--- config.mk ---
export PLATFORM = sky130hd
export DESIGN_NAME = uart_tx_ctrl
export DESIGN_NICKNAME = d
export VERILOG_FILES = /design/src/rtl/uart_tx_ctrl.sv
export SDC_FILE = /design/constraint.sdc
export NUM_CORES = 1
export LEC_CHECK = 0
export CAP_MARGIN = 20
export CORE_MARGIN = 2
export CORE_UTILIZATION = 54
export DETAILED_ROUTE_END_ITERATION = 12
export HOLD_SLACK_MARGIN = 0.12
export PLACE_DENSITY = 0.75
export SLEW_MARGIN = 25
export SYNTH_ARGS = -nofsm -noshare
export SYNTH_HDL_FRONTEND = slang
export SYNTH_SLANG_ARGS = --single-unit
--- constraint.sdc ---
create_clock -name osc_clk -period 2.2 [get_ports osc_clk]
set_clock_uncertainty 0.05 [all_clocks]
set_input_delay 0.44 -clock osc_clk [delete_from_list [all_inputs] [get_ports osc_clk]]
set_output_delay 0.44 -clock osc_clk [all_outputs]
set_load 0.05 [all_outputs]
--- src/rtl/uart_tx_ctrl.sv ---
// UART transmitter: accepts bytes on a valid/ready handshake, sends them 8N1/8N2
// LSB first on a registered txd, and stretches an active-low activity LED.
module uart_tx_ctrl #(
  parameter int unsigned CLK_DIV     = 521,
  parameter int unsigned STOP_BITS   = 1,
  parameter int unsigned LED_STRETCH = 250000
) (
  input  logic       osc_clk,
  input  logic       nrst,
  input  logic [7:0] tx_data,
  input  logic       tx_valid,
  output logic       tx_ready,
  output logic       txd,
  output logic       busy,
  output logic       tx_done,
  output logic       nled_act
);

  localparam int unsigned BAUD_W = $clog2(CLK_DIV);
  localparam int unsigned LED_W  = $clog2(LED_STRETCH + 1);

  localparam logic [BAUD_W-1:0] BAUD_LAST = BAUD_W'(CLK_DIV - 1);
  localparam logic [2:0]        STOP_LAST = 3'(STOP_BITS - 1);
  localparam logic [LED_W-1:0]  LED_LOAD  = LED_W'(LED_STRETCH);

  typedef enum logic [1:0] {
    IDLE  = 2'd0,
    START = 2'd1,
    DATA  = 2'd2,
    STOP  = 2'd3
  } state_t;

  state_t            state_q, state_d;
  logic [BAUD_W-1:0] baud_q, baud_d;
  logic [2:0]        bit_cnt_q, bit_cnt_d;
  logic [7:0]        shift_q, shift_d;
  logic [LED_W-1:0]  led_q, led_d;
  logic              txd_q, txd_d;
  logic              ready_q, ready_d;
  logic              busy_q, busy_d;
  logic              done_q, done_d;
  logic              nled_q, nled_d;
  logic              accept;
  logic              bit_end;

  always_comb begin
    state_d   = state_q;
    baud_d    = baud_q;
    bit_cnt_d = bit_cnt_q;
    shift_d   = shift_q;
    txd_d     = txd_q;
    done_d    = 1'b0;
    led_d     = (led_q != '0) ? led_q - 1'b1 : led_q;
    accept    = tx_valid && ready_q;
    bit_end   = (baud_q == BAUD_LAST);

    if (state_q != IDLE) begin
      baud_d = bit_end ? '0 : baud_q + 1'b1;
    end

    case (state_q)
      IDLE: begin
        if (accept) begin
          state_d   = START;
          shift_d   = tx_data;
          txd_d     = 1'b0;
          baud_d    = '0;
          bit_cnt_d = '0;
        end
      end
      START: begin
        if (bit_end) begin
          state_d   = DATA;
          txd_d     = shift_q[0];
          shift_d   = {1'b0, shift_q[7:1]};
          bit_cnt_d = '0;
        end
      end
      DATA: begin
        // shift_q[0] always holds the bit that goes out at the next boundary
        if (bit_end) begin
          if (bit_cnt_q == 3'd7) begin
            state_d   = STOP;
            txd_d     = 1'b1;
            bit_cnt_d = '0;
          end else begin
            txd_d     = shift_q[0];
            shift_d   = {1'b0, shift_q[7:1]};
            bit_cnt_d = bit_cnt_q + 1'b1;
          end
        end
      end
      STOP: begin
        if (bit_end) begin
          if (bit_cnt_q == STOP_LAST) begin
            state_d   = IDLE;
            done_d    = 1'b1;
            bit_cnt_d = '0;
          end else begin
            bit_cnt_d = bit_cnt_q + 1'b1;
          end
        end
      end
      default: begin
        state_d = IDLE;
        txd_d   = 1'b1;
      end
    endcase

    if (accept) begin
      led_d = LED_LOAD;
    end

    ready_d = (state_d == IDLE);
    busy_d  = (state_d != IDLE);
    nled_d  = (led_d == '0);
  end

  // ready is low throughout reset and rises on the first edge after release
  always_ff @(posedge osc_clk or negedge nrst) begin
    if (!nrst) begin
      state_q   <= IDLE;
      baud_q    <= '0;
      bit_cnt_q <= '0;
      shift_q   <= '0;
      led_q     <= '0;
      txd_q     <= 1'b1;
      ready_q   <= 1'b0;
      busy_q    <= 1'b0;
      done_q    <= 1'b0;
      nled_q    <= 1'b1;
    end else begin
      state_q   <= state_d;
      baud_q    <= baud_d;
      bit_cnt_q <= bit_cnt_d;
      shift_q   <= shift_d;
      led_q     <= led_d;
      txd_q     <= txd_d;
      ready_q   <= ready_d;
      busy_q    <= busy_d;
      done_q    <= done_d;
      nled_q    <= nled_d;
    end
  end

  assign tx_ready = ready_q;
  assign txd      = txd_q;
  assign busy     = busy_q;
  assign tx_done  = done_q;
  assign nled_act = nled_q;

endmodule

==> summary.txt <==
Power
  – Worst vdd ir: between 0.3 and 0.4 mV
  – P_sw: slightly below 0.3 mW
  – Combinational power share: around 2.5%
  – Int Pwr: 1.07 mW
  – Total power: ~1.4 mW
  – Share of total power in the clock network: between 30% and 40%
  – Net Sw Frac: about 22%
  – Sequential group share of total power: between 60% and 70%
  – Leak: approximately 1.5 nW
  – Pwr/cell area: between 300 and 400 nW/um^2

Logic synthesis
  – Gate Count Post-Synth: between 300 and 400
  – Dominant cells by area after synthesis: dfrtp_1 40%, nand2_1 6.0%, o21ai_0 5.8%, nor2_1 4.6%, ha_1 4.5%
  – Synth area leader: dfrtp_1
  – Mapped Area: about 2800 sq um
  – Synth Net Count: roughly 340
  – Flops & latches, synth: 46
  – Post-synth top area share: between 30% and 40%
  – Syn_area_per_cell: 8.67 sq um
  – EDFF count, synth: 0
  – Number of distinct library cells after synthesis: slightly above 50
  – Post-synthesis sequential area ratio: a little over two fifths
  – Synth warnings: 0
  – Top_reg_cell synth: dfrtp_1
  – Async SR Flop Fraction: 100%
  – Top cells by count, synth: 44 x dfrtp_1, 44 x nand2_1, 34 x nor2_1

Critical path
  – Critical Path RT: 2.37 ns
  – Element type at the critical path start: register
  – CP max-delay cell: or4_4
  – Critical path class: register to register
  – CP cell instances: or4_4 -> buf_4 -> o311ai_2 -> o21bai_1 -> a21oi_1 -> o22ai_2 -> nor4b_4
  – WP data arrival: between 2 and 3 ns
  – Worst-path maximum fanout: 4
  – Highest cell delay on the worst timing path: 0.56 ns
  – Worst Setup End Kind: register

CTS
  – Clk slew on worst S/H paths: approximately 0.09 ns
  – CTS sink cnt: 46
  – Root buffer cell: clkbuf_8
  – Num CTS Buffers: 5
  – Max Root-Sink Buffers: 2
  – # hold bufs at CTS: 0
  – Worst-Skew Late Latency: roughly 0.3 ns
  – CTS tree: done
  – H-tree Lvls: 2

Timing
  – Max-slew violations: 0
  – FMAX: roughly 430 MHz
  – Final hold violation count: 0
  – Final hold slack: about 0.16 ns
  – Least-Margin Pin Slew: 0.589 ns
  – Final setup vio count: 1
  – RSZ-0062 raised after global routing: yes
  – Rel. slew slack: 60.7%
  – Clock period minus worst slack: approximately 2.3 ns
  – Final period util: 106%
  – Final WS setup: -0.139 ns

Outcome
  – Outcome: complete, but fails checks
  – Failing checks: setup timing

Placed design
  – Dpl hpwl: around 4500 microns
  – Dpl ws: -0.123 ns
  – GPL Wtd Cong: slightly above 0.9
  – Placed cells: between 400 and 500
  – I/O Buffers: 15

Cells and area
  – Final-stage net count: between 300 and 400
  – Share of cells above drive strength 1: 21.5%
  – Register area: between 1000 and 1500 sq um
  – Layout area overhead: 25.0%
  – Final Non-Filler Cells: 438
  – Antenna diode count: 0
  – Fill cell count: 414
  – Core Util, Final: between 60% and 70%
  – Area of the multi-input gates: about 1600 sq um

Floorplanning
  – # IOs: 16
  – Core Area: between 5000 and 6000 sq um
  – Site Rows: 26
  – Starting Density: 55.0%
  – Die Height: approximately 75 microns
  – Die area: 5690 sq um
  – Die Wd: approximately 75 microns

Global route
  – GRT Util Overall: around a quarter
  – Grt ovf: 0
  – Initial antenna violation count: 0
  – First-pass GRT wire length: 10,200 microns
  – Pin count of the biggest net entering global routing: 47
  – Vias in the first global route: 2,244

Route
  – DR vias/cell: 5.66
  – Drt total wl: ~6400 microns
  – Detailed Route Iter0 Violations: 240
  – Via count: 2,479
  – Avg WL per Cell: ~15 microns
  – Routed Antenna Nets: 0
  – Pre-Repair DR Iteration Count: 5
  – DRC: 0

Worst hold path
  – Worst Hold Class: primary input to async pin

Run
  – MaxCap Viol Count: 0
-- state kept, by name, indices dropped and copies added (netlist names) --
| register | flops |
|---|---|
| bit_cnt_q | 3 |
| state_q | 2 |
| busy | 1 |
| led_q | 18 |
| shift_q | 8 |
| nled_act | 1 |
| tx_done | 1 |
| txd | 1 |
| tx_ready | 1 |
| baud_q | 10 |
-- through the flow --
stage,TNS (ns),area (sq um)
floorplan,-0.0277,2780
global placement,-0.0521,3250
detailed placement,-0.123,3250
CTS,-0.0911,3360
global route,-0.261,3450
finish,-0.139,3450
-- per-layer routing --
metal  GRT usage (%)  part of all wire, %  up-vias
li1                -                    -     1216
met4            6.43                  2.1        0
met3            4.37                  4.0       14
met5               0                    0        -
met1            30.4                   43     1176
met2            40.6                   51       73
-- cells by family after synthesis --
family                     after synthesis  synth area share, %
xor gates and xnor gates                12                 3.81
AOI/OAI and AO/OA                       73                 16.5
DFF                                     46                 41.8
buffers and inverters                   31                 4.54
and+or+nand+nor                        136                 25.1
adders and majority gates               10                 4.54
muxes                                   10                 3.63
-- worst max-delay path: cells and delay by family, from the launching register on --
| kind | cells | cell delay [ns] |
|---|---|---|
| buffers and inverters | 1 | 0.18 |
| and+or+nand+nor | 2 | 0.86 |
| DFF | 1 | 0.42 |
| AOI/OAI and AO/OA | 4 | 0.74 |
-- final timing paths --
path / startpoint / end / slack (ns) / cells after the start
worst max-delay path: led_q[12]$_DFF_PN0_ / nled_act$_DFF_PN1_ / -0.14 / 7
worst min-delay path: nrst / led_q[11]$_DFF_PN0_ / 0.16 / 2
worst max register to register: led_q[12]$_DFF_PN0_ / nled_act$_DFF_PN1_ / -0.14 / 7
worst min register to register: shift_q[5]$_DFFE_PN0P_ / shift_q[5]$_DFFE_PN0P_ / 0.44 / 2
max in group asynchronous: nrst / bit_cnt_q[1]$_DFFE_PN0P_ / 1.52 / 2
min in group osc_clk: shift_q[5]$_DFFE_PN0P_ / shift_q[5]$_DFFE_PN0P_ / 0.44 / 2
-- power by group through the flow --
stage               Combinational [mW]  Sequential [mW]  Clock [mW]
floorplan                     0.000358            0.862           0
global placement                0.0356            0.862           0
detailed placement              0.0360            0.862           0
CTS                             0.0360            0.845       0.517
global route                    0.0404            0.845       0.547
finish                          0.0343            0.845       0.492
-- layout by cell type (no fill, tap or decap), drive strengths merged, types with 3 or more instances in the layout --
cell / instances
nor4: 6
buf: 46
mux2i: 10
nand2: 44
or2: 3
nor2: 34
nand2b: 5
xnor2: 4
or3: 4
a31oi: 5
a21oi: 15
ha: 10
and2: 3
clkbuf: 5
nor3: 11
xor2: 8
inv: 15
and3: 7
o21ai: 32
nand3: 8
dfrtp: 44
clkdlybuf4s50: 13
-- final cells by class --
cell class | count | share of cell area [%]
clock buffers | 5 | 2.00
clock inverters | 2 | 0.290
inverters | 15 | 1.63
multi-input cells | 241 | 46.0
flip-flops and latches | 46 | 33.5
well taps | 70 | 2.54
repair buffers | 59 | 14.1
-- what timing repair did --
action                     in CTS  in global routing
gates cloned                    0                  0
setup buffers                   1                  3
setup endpoints to repair       1                 17
pin swaps                       1                  8
resized for setup               4                 12
Note: power is estimated with default switching activity, not from simulation.
